**config.mk**
```make
export PLATFORM = sky130hd
export DESIGN_NAME = systolic_pe
export DESIGN_NICKNAME = d
export VERILOG_FILES = /design/src/rtl/systolic_pe_pkg.sv /design/src/rtl/systolic_pe_mac_unit.sv /design/src/rtl/systolic_pe.sv
export SDC_FILE = /design/constraint.sdc
export NUM_CORES = 1
export LEC_CHECK = 0
export BUFFER_PORTS_ARGS = -buffer_cell sky130_fd_sc_hd__buf_2
export CORE_ASPECT_RATIO = 1.1
export CORE_UTILIZATION = 60
export CTS_BUF_LIST = sky130_fd_sc_hd__clkbuf_4
export DETAILED_ROUTE_END_ITERATION = 8
export PLACE_DENSITY = 0.81
export SLEW_MARGIN = 20
export SYNTH_ARGS = -nofsm -noshare
export SYNTH_HDL_FRONTEND = slang
export SYNTH_HIERARCHICAL = 1
export SYNTH_SLANG_ARGS = --single-unit
```
**constraint.sdc**
```tcl
create_clock -name clk -period 8.9 [get_ports clk]
set_input_delay 0.89 -clock clk [delete_from_list [all_inputs] [get_ports clk]]
set_output_delay 0.89 -clock clk [all_outputs]
set_load 0.02 [all_outputs]
```
**src/rtl/systolic_pe_pkg.sv**
```systemverilog
// ---------------------------------------------------------------------------
// systolic_pe_pkg
// Shared constants for the weight-stationary systolic processing element.
//   DEFAULT_DATA_WIDTH : default activation/weight width
//   DEFAULT_ACC_WIDTH  : default partial-sum width
//   MODE_INT8/MODE_INT4: encodings of the quantize_mode input
//   INT4_WIDTH         : operand width used in INT4 mode (low nibble)
// ---------------------------------------------------------------------------
package systolic_pe_pkg;

    localparam int DEFAULT_DATA_WIDTH = 8;
    localparam int DEFAULT_ACC_WIDTH  = 32;

    localparam logic MODE_INT8 = 1'b0;
    localparam logic MODE_INT4 = 1'b1;

    localparam int INT4_WIDTH = 4;

endpackage : systolic_pe_pkg

```
**src/rtl/systolic_pe_mac_unit.sv**
```systemverilog
// ---------------------------------------------------------------------------
// pe_mac_unit
// Combinational multiply-accumulate datapath of one systolic PE.
// Selects operands by quantisation mode (full signed word, or sign-extended
// low nibble), multiplies them and adds the incoming partial sum with
// two's-complement wrap.
// Ports:
//   quantize_mode : MODE_INT8 / MODE_INT4
//   act           : raw activation
//   weight        : raw stored weight
//   psum_in       : partial sum from the PE above
//   sum           : psum_in + act*weight, ACC_WIDTH bits, wrapping
// ---------------------------------------------------------------------------
module pe_mac_unit
    import systolic_pe_pkg::*;
#(
    parameter int DATA_WIDTH = DEFAULT_DATA_WIDTH,
    parameter int ACC_WIDTH  = DEFAULT_ACC_WIDTH
) (
    input  logic                  quantize_mode,
    input  logic [DATA_WIDTH-1:0] act,
    input  logic [DATA_WIDTH-1:0] weight,
    input  logic [ACC_WIDTH-1:0]  psum_in,
    output logic [ACC_WIDTH-1:0]  sum
);

    localparam int PROD_WIDTH = 2 * DATA_WIDTH;

    logic signed [DATA_WIDTH-1:0] a_sel;
    logic signed [DATA_WIDTH-1:0] w_sel;
    logic signed [PROD_WIDTH-1:0] prod;
    logic signed [ACC_WIDTH-1:0]  prod_ext;

    // In INT4 mode the upper bits of both operands are ignored; the nibble is
    // sign-extended so the multiplier always sees a DATA_WIDTH signed value.
    always_comb begin
        if (quantize_mode == MODE_INT4) begin
            a_sel = DATA_WIDTH'($signed(act[INT4_WIDTH-1:0]));
            w_sel = DATA_WIDTH'($signed(weight[INT4_WIDTH-1:0]));
        end else begin
            a_sel = $signed(act);
            w_sel = $signed(weight);
        end
    end

    // Operands are widened to the full product width first so the multiply is
    // evaluated at PROD_WIDTH bits with correct signed semantics.
    assign prod     = PROD_WIDTH'(a_sel) * PROD_WIDTH'(w_sel);
    assign prod_ext = ACC_WIDTH'(prod);
    assign sum      = psum_in + prod_ext;

endmodule : pe_mac_unit

```
**src/rtl/systolic_pe.sv**
```systemverilog
// ---------------------------------------------------------------------------
// systolic_pe
// Weight-stationary processing element of a 2-D systolic MAC array.
// Holds one weight; on each enabled cycle registers psum_in + act_in*weight
// downward and forwards act_in to the right.
// Ports:
//   clk, rst_n     : clock, asynchronous active-low reset
//   enable         : advances act_out / psum_out
//   load_weight    : captures weight_load_in (independent of enable)
//   quantize_mode  : 0 = INT8, 1 = INT4 (low nibbles)
//   act_in         : activation from the left neighbour
//   psum_in        : partial sum from the upper neighbour
//   weight_load_in : weight value to store
//   act_out        : registered act_in (raw) to the right neighbour
//   psum_out       : registered MAC result to the lower neighbour
// ---------------------------------------------------------------------------
module systolic_pe
    import systolic_pe_pkg::*;
#(
    parameter int DATA_WIDTH = DEFAULT_DATA_WIDTH,
    parameter int ACC_WIDTH  = DEFAULT_ACC_WIDTH
) (
    input  logic                  clk,
    input  logic                  rst_n,
    input  logic                  enable,
    input  logic                  load_weight,
    input  logic                  quantize_mode,
    input  logic [DATA_WIDTH-1:0] act_in,
    input  logic [ACC_WIDTH-1:0]  psum_in,
    input  logic [DATA_WIDTH-1:0] weight_load_in,
    output logic [DATA_WIDTH-1:0] act_out,
    output logic [ACC_WIDTH-1:0]  psum_out
);

    logic [DATA_WIDTH-1:0] weight_reg;
    logic [DATA_WIDTH-1:0] act_reg;
    logic [ACC_WIDTH-1:0]  psum_reg;
    logic [ACC_WIDTH-1:0]  sum_next;

    // The MAC always reads the currently stored weight, so a load coinciding
    // with an enabled cycle only affects the following cycle's result.
    pe_mac_unit #(
        .DATA_WIDTH (DATA_WIDTH),
        .ACC_WIDTH  (ACC_WIDTH)
    ) u_mac (
        .quantize_mode (quantize_mode),
        .act           (act_in),
        .weight        (weight_reg),
        .psum_in       (psum_in),
        .sum           (sum_next)
    );

    always_ff @(posedge clk or negedge rst_n) begin
        if (!rst_n) begin
            weight_reg <= '0;
        end else if (load_weight) begin
            weight_reg <= weight_load_in;
        end
    end

    always_ff @(posedge clk or negedge rst_n) begin
        if (!rst_n) begin
            act_reg  <= '0;
            psum_reg <= '0;
        end else if (enable) begin
            act_reg  <= act_in;
            psum_reg <= sum_next;
        end
    end

    assign act_out  = act_reg;
    assign psum_out = psum_reg;

endmodule : systolic_pe

```
=== Yosys cells after proc, flatten, opt, wreduce, memory -nomap -nowiden ===
Cells that the tools add are included.

* Bits in registers: 48
* Word-level logic and storage cells: 7

* Add/subtract/negate cells: 1
* Multiply operators: 1
* Mux-type cells: 2

{| class="wikitable"
|+ Operators with widths
! operator !! number
|-
| 32-bit adder || 1
|-
| 8-bit by 8-bit multiplier with 16-bit output || 1
|-
| 8-bit 2-to-1 mux || 2
|}

=== Logic depth before layout (Yosys ltp) ===
Gate-level depths: netlist (run 1).

* Depth in word-level cells: 3
* Gate-level depth with buffers: 29
* Mapped depth without buffers: 28

=== Cells and area by module ===
Netlist (run 1), hierarchy kept.

{| class="wikitable"
|+ Modules (own cells, without submodules)
! module !! cells an instance !! times used !! area an instance (µm²) !! sequential area each (µm²)
|-
| pe_mac_unit || 536 || 1 || 4286.6 || 0.0
|-
| systolic_pe || 101 || 1 || 1791.7 || 1201.2
|}

=== Least setup slack after synthesis (run 1) ===
OpenSTA, ideal clock, no wires.

* Path type: input to register
* Start: in quantize_mode
* End: reg psum_reg[29] (netlist: psum_out[29])
* Arrival time: 8.057 ns
* Required time: 8.775 ns
* Slack: 0.718 ns
* Path buffers: 2
* Stages: 25
* Setup time: 0.125 ns
* Path through: clkbuf_1 mux2i_1 nor2_1 fa_1 fa_1 fa_1 inv_1 fa_1 inv_1 ha_1 or3_1 o2111ai_1 o22ai_1 o41a_1 xnor2_1 ha_1 clkbuf_1 a21oi_1 o21ai_0 a311o_1 a21oi_1 and2_4 o21a_1 o311ai_2 mux2_2

* Word-level cells in the longest chain between the ends: 3
* Elaborated cells between the ends (all ways): 4

{| class="wikitable"
|+ RTL lines
! item !! line !! RTL
|-
| start: declaration || systolic_pe.sv:27 || <nowiki>input logic quantize_mode,</nowiki>
|-
| 8-bit 2-to-1 mux || systolic_pe_mac_unit.sv:37 || <nowiki>if (quantize_mode == MODE_INT4) begin</nowiki>
|-
| 8-bit by 8-bit multiplier with 16-bit output * || systolic_pe_mac_unit.sv:48 || <nowiki>assign prod = PROD_WIDTH'(a_sel) * PROD_WIDTH'(w_sel);</nowiki>
|-
| 32-bit adder * || systolic_pe_mac_unit.sv:50 || <nowiki>assign sum = psum_in + prod_ext;</nowiki>
|-
| via sum_next[29] || systolic_pe.sv:38 || <nowiki>logic [ACC_WIDTH-1:0] sum_next;</nowiki>
|-
| end signal: assignment || systolic_pe.sv:67 || <nowiki>psum_reg <= sum_next;</nowiki>
|-
| end: declaration || systolic_pe.sv:37 || <nowiki>logic [ACC_WIDTH-1:0] psum_reg;</nowiki>
|}

The timed path passes the listed nets; every way through them passes the cells marked *.
A chain may end at the register's enable or synchronous reset.

=== Final worst setup path (run 1) ===
* Start: in quantize_mode
* End: reg psum_reg[30] (netlist: psum_out[30])

Same word-level chain as after synthesis.

==> results of run 1 <==
## final timing paths
kind	slack [ns]	cells past startpoint	end	from
worst max-delay path	1.18	27	psum_out[30]$_DFFE_PN0P_	quantize_mode
worst min-delay path	0.48	1	psum_out[29]$_DFFE_PN0P_	rst_n
worst max register to register	1.48	25	psum_out[30]$_DFFE_PN0P_	weight_reg[3]$_DFFE_PN0P_
worst min register to register	0.52	1	act_out[1]$_DFFE_PN0P_	act_out[1]$_DFFE_PN0P_
max in group asynchronous	7.97	1	act_out[1]$_DFFE_PN0P_	rst_n
min in group clk	0.52	1	act_out[1]$_DFFE_PN0P_	act_out[1]$_DFFE_PN0P_
## cell usage after synthesis (13+ instances only)
| cell | instances |
|---|---|
| nor2_1 | 36 |
| nand2_1 | 25 |
| a21oi_1 | 31 |
| xnor2_1 | 34 |
| dfrtp_1 | 48 |
| inv_1 | 105 |
| nor2b_1 | 21 |
| and2_1 | 20 |
| fa_1 | 56 |
| a21o_1 | 17 |
| ha_1 | 62 |
| mux2_2 | 49 |
| o21ai_0 | 13 |
## cell families after synthesis
| logic type | after synthesis |
|---|---|
| AO/OA/AOI/OAI | 107 |
| XOR/XNOR | 41 |
| adder cells (fa/ha/maj) | 118 |
| buffers and inverters | 122 |
| flip-flops | 48 |
| multiplexers | 57 |
| AND/OR/NAND/NOR | 144 |
## layout make-up
cell class / instances / share of cell area
multi-input combinational: 467 / 0.656
sequential: 48 / 0.180
timing repair buffer: 93 / 0.0704
inverter: 105 / 0.0590
tap: 120 / 0.0225
clock inverter: 3 / 0.00637
clock buffer: 5 / 0.00562
## per-layer routing
layer | track usage | vias to the layer above | part of all wire | wire [um]
met2 | 0.492 | 144 | 0.53 | 6920
met5 | 0 | - | 0 | 0
met3 | 0.0396 | 27 | 0.047 | 619
met4 | 0.0747 | 0 | 0.019 | 251
li1 | - | 2288 | - | -
met1 | 0.311 | 2395 | 0.41 | 5330
## through the flow
stage / hold WS (ns) / setup slack (ns) / area, um^2
after floorplan: 0.480 / 0.718 / 6080
after global placement: 0.484 / 1.08 / 6600
after detailed placement: 0.491 / 0.853 / 6600
after CTS: 0.522 / 1.24 / 6680
after global routing: 0.530 / 0.772 / 6680
final: 0.485 / 1.18 / 6680
## worst max-delay path: stages
cell and delay [ns]:
buf_2 0.23, mux2i_1 0.63, nand2b_1 0.25, inv_1 0.10, fa_1 0.60, inv_1 0.16
fa_1 0.56, inv_1 0.06, fa_1 0.53, inv_1 0.05, fa_1 0.52, inv_1 0.04
ha_1 0.34, a21oi_1 0.18, o22ai_1 0.12, o41a_1 0.34, xnor2_1 0.15, buf_4 0.27
ha_1 0.35, a21o_1 0.21, a21o_1 0.17, a21o_1 0.18, a2bb2oi_1 0.22, a21oi_1 0.16
nor2_1 0.29, a211oi_1 0.13, mux2_2 0.28
==> impl_metrics.tcl, run 1 <==
set metrics [dict create \
    cts_buffer_depth 2 \
    hp-class "primary input to async pin" \
    critical_path_class "primary input to flip-flop" \
    path_clk_slew_ns 0.16 \
    cts-root-buf "clkbuf_4" \
    setup_viol 0 \
    vias 4854 \
    worst_pin_slew_ns 0.938 \
    wl_per_cell_um 15.6 \
    drtPass1Iterations 7 \
    start_util 0.618 \
    n_fill_cell 755 \
    core_mm2 0.00984 \
    drv_slew 0 \
    num_antenna_cells 0 \
    final_common_cell "inv_1" \
    die_y_um 108 \
    ys_types 58 \
    yosys_most_used_dff "dfrtp_1" \
    crit_path_max_fanout 18 \
    post-route-drc-count 4 \
    rsz0062_at_grt "false" \
    finalNonFillerCells 841 \
    skew_ns 0.0213 \
    numCtsBuffers 5 \
    syn_nets 808 \
    first_iter_violations 204 \
    start_kind "primary input" \
    synth_cells 637 \
    chipWidth_um 98.0 \
    synth_mux_area_frac 0.104 \
    run_status "finished, violations left" \
    seq_area_mm2 0.00120 \
    relSlewSlack 0.375 \
    placedCellCount 833 \
    synth_seq_cells 48 \
    violations "DRC" \
    multiInputGateArea_mm2 0.00438 \
    num_rows 38 \
    grt_start_max_net_pins 49 \
    synth-adder-area-share 0.312 \
    layout-drive-gt1-share 0.219 \
    cp-end-kind "flip-flop" \
    drv_cap 0 \
    io_pins 93 \
    ys_seq_area_frac 0.198 \
    synth_top_family_by_area "adder cells" \
    cp_data_arrival_time_ns 8.02 \
    tns_ns 0 \
    finalHoldViolations 0 \
    largest_reg_flops 32 \
    fmax_ghz 0.130 \
    viasPerCell 5.77 \
    hpwl_um 10600 \
    fp.dieArea_mm2 0.0105 \
    antenna_found_initial 0 \
    wl_um 13100 \
    synth_compound_area_frac 0.124 \
    min_period_ns 7.72 \
    async_reset_ff_frac 1.00 \
    cts_tree "yes" \
    netlist_area_mm2 0.00608 \
    ctsResizeCount 0 \
    min_period_over_period 0.868 \
    cts_setup_buffers 0 \
    ant_nets 0 \
    numPortBuffers 92 \
    cts_sinks 48 \
    syn_to_final_growth_pct 9.90 \
    layout_common_cells "inv_1, buf_2, ha_1" \
    yosysWarnings 6 \
    grt_pass1_vias 4969 \
    synth_xor_xnor_area_share 0.0591 \
    synth.avg_cell_area_um2 9.54 \
    synth-edff-count 0 \
    synth_top_cell_by_area "dfrtp_1" \
    place_congestion 0.899 \
    synthSimpleGateAreaFrac 0.122 \
    cts.htree.levels 2 \
    synth_area_leaders "dfrtp_1, fa_1, ha_1" \
    postCtsHoldBufs 0 \
    synth_top_area_share 0.198 \
    clock_latency_ns 0.40 \
    globalRoute.totalOverflow 0 \
    nNetsFinal 891 \
    worst-endpoint-required_ns 9.20 \
    grt_pass1_wl_um 22200 \
    final_core_util 0.679 \
    gr-usage-all-layers 0.263 \
]
Power of run 1 is not shown: default switching activity piles up to over one toggle a cycle in this logic, so the estimate is an artifact.
==> inputs of run 2 (changes only) <==
--- a/config.mk
+++ b/config.mk
@@ -7,6 +7,7 @@
 export LEC_CHECK = 0
 export BUFFER_PORTS_ARGS = -buffer_cell sky130_fd_sc_hd__buf_2
 export CORE_ASPECT_RATIO = 1.1
+export CORE_MARGIN = 3
 export CORE_UTILIZATION = 60
 export CTS_BUF_LIST = sky130_fd_sc_hd__clkbuf_4
 export DETAILED_ROUTE_END_ITERATION = 8
==> constraint.sdc (replaced) <==
create_clock -name clk -period 8.1 [get_ports clk]
set_input_delay 0.81 -clock clk [delete_from_list [all_inputs] [get_ports clk]]
set_output_delay 0.81 -clock clk [all_outputs]
set_load 0.02 [all_outputs]
==> impl_metrics.tcl, run 2 (synthesis gave the netlist of run 1 again) <==
set metrics [dict create \
    run_status "finished clean" \
    critical_path_class "primary input to flip-flop" \
    gr-usage-all-layers 0.237 \
    min_period_ns 7.44 \
    crit_path_max_fanout 18 \
    cts_buffer_depth 2 \
    worst_pin_slew_ns 0.947 \
    grt_pass1_wl_um 22200 \
    path_clk_slew_ns 0.16 \
    ctsResizeCount 0 \
    place_congestion 0.889 \
    drv_slew 0 \
    core_mm2 0.00963 \
    hp-class "primary input to async pin" \
    antenna_found_initial 0 \
    nNetsFinal 896 \
    num_rows 37 \
    layout-drive-gt1-share 0.226 \
    wl_per_cell_um 15.1 \
    fp.dieArea_mm2 0.0114 \
    wl_um 12700 \
    reg2reg_from "weight_reg[3]$_DFFE_PN0P_" \
    cts-root-buf "clkbuf_4" \
    ant_nets 0 \
    ff2ff_path_depth 25 \
    min_period_over_period 0.919 \
    drv_cap 0 \
    crit_family "adder cells" \
    numCtsBuffers 5 \
    first_iter_violations 165 \
    cts_tree "yes" \
    cts_setup_buffers 0 \
    globalRoute.totalOverflow 0 \
    hpwl_um 10600 \
    cp-end-kind "flip-flop" \
    start_util 0.631 \
    worst-r2r-setup-slack_ns 0.70 \
    crit_buf_inv 6 \
    vias 4708 \
    final_common_cell "inv_1" \
    fmax_ghz 0.134 \
    finalHoldViolations 0 \
    tns_ns 0 \
    numPortBuffers 92 \
    rsz0062_at_grt "false" \
    skew_ns 0.0165 \
    clock_latency_ns 0.39 \
    cpMaxStageDelayCell "fa_1" \
    io_pins 93 \
    grt_start_max_net_pins 49 \
    viasPerCell 5.58 \
    largest_reg_flops 32 \
    grt_pass1_vias 4976 \
    cts.htree.levels 2 \
    start_kind "primary input" \
    die_y_um 112 \
    cp_data_arrival_time_ns 7.73 \
    worst-endpoint-required_ns 8.39 \
    max_stage_delay_ns 0.65 \
    cts_sinks 48 \
    layout_common_cells "inv_1, buf_2, ha_1" \
    chipWidth_um 102 \
    post-route-drc-count 0 \
    num_antenna_cells 0 \
    syn_to_final_growth_pct 10.1 \
    timing.rr.end "psum_out[31]$_DFFE_PN0P_" \
    postCtsHoldBufs 0 \
    setup_viol 0 \
    drtPass1Iterations 4 \
    relSlewSlack 0.369 \
]
[run 2: changes by cell type in the layout (fill, tap and decap cells not counted)]
cell and delta:
buf_4 +5, xnor2_1 -1, xnor2_2 +1, bufinv_16 -1
clkinv_4 -1, clkinv_2 +2
[run 2: area by class of cell]
class                   instances  area (um^2)
inverters                     105          394
flip-flops and latches         48         1200
repair buffers                 98          508
well taps                     117          146
clock inverters                 3         13.8
multi-input cells             467         4390
fillers                       777         2940
clock buffers                   5         37.5
[run 2: through the flow]
| stage | setup WS [ns] | area, um^2 | hold slack [ns] | util | cells |
|---|---|---|---|---|---|
| after floorplan | 0.353 | 6090 | 0.480 | - | 637 |
| after global placement | 0.432 | 6640 | 0.484 | 0.689 | 835 |
| after detailed placement | 0.262 | 6640 | 0.491 | 0.689 | 835 |
| after CTS | 0.686 | 6690 | 0.523 | 0.695 | 843 |
| after global routing | 0.145 | 6690 | 0.435 | 0.695 | 843 |
| final | 0.658 | 6690 | 0.423 | 0.695 | 843 |
[run 2: per-layer routing]
metal / up-vias / part of all wire / GRT usage / routed length, um
li1: 2298 / - / - / -
met2: 111 / 0.53 / 0.429 / 6730
met3: 20 / 0.045 / 0.0407 / 566
met5: - / 0 / 0 / 0
met1: 2279 / 0.41 / 0.291 / 5210
met4: 0 / 0.016 / 0.0507 / 202
[run 2: worst register-to-register path: stages, from the launching register on]
cell       delay (ns)
dfrtp_1          0.64
mux2i_1          0.32
or2_2            0.37
fa_1             0.54
inv_1            0.05
fa_1             0.48
fa_1             0.55
inv_1            0.05
fa_1             0.53
inv_1            0.04
ha_1             0.33
or3_1            0.39
o2111ai_1        0.12
o22ai_1          0.15
o41a_1           0.36
xnor2_2          0.14
buf_4            0.22
ha_1             0.42
a21oi_1          0.17
o221ai_1         0.49
o21ai_0          0.17
nand3b_1         0.11
o21ai_0          0.12
a211oi_2         0.23
xnor2_1          0.08
mux2_2           0.26
[run 2: how the worst max path moves through the flow]
stage / startpoint / end / slack (ns) / cells past startpoint
after floorplan: quantize_mode / psum_out[29]$_DFFE_PN0P_ / 0.35 / 25
after global placement: quantize_mode / psum_out[26]$_DFFE_PN0P_ / 0.43 / 26
after detailed placement: quantize_mode / psum_out[26]$_DFFE_PN0P_ / 0.26 / 26
after CTS: quantize_mode / psum_out[26]$_DFFE_PN0P_ / 0.69 / 26
after global routing: quantize_mode / psum_out[28]$_DFFE_PN0P_ / 0.14 / 26
final: quantize_mode / psum_out[31]$_DFFE_PN0P_ / 0.66 / 26
Power of run 2 is left out for the same reason.
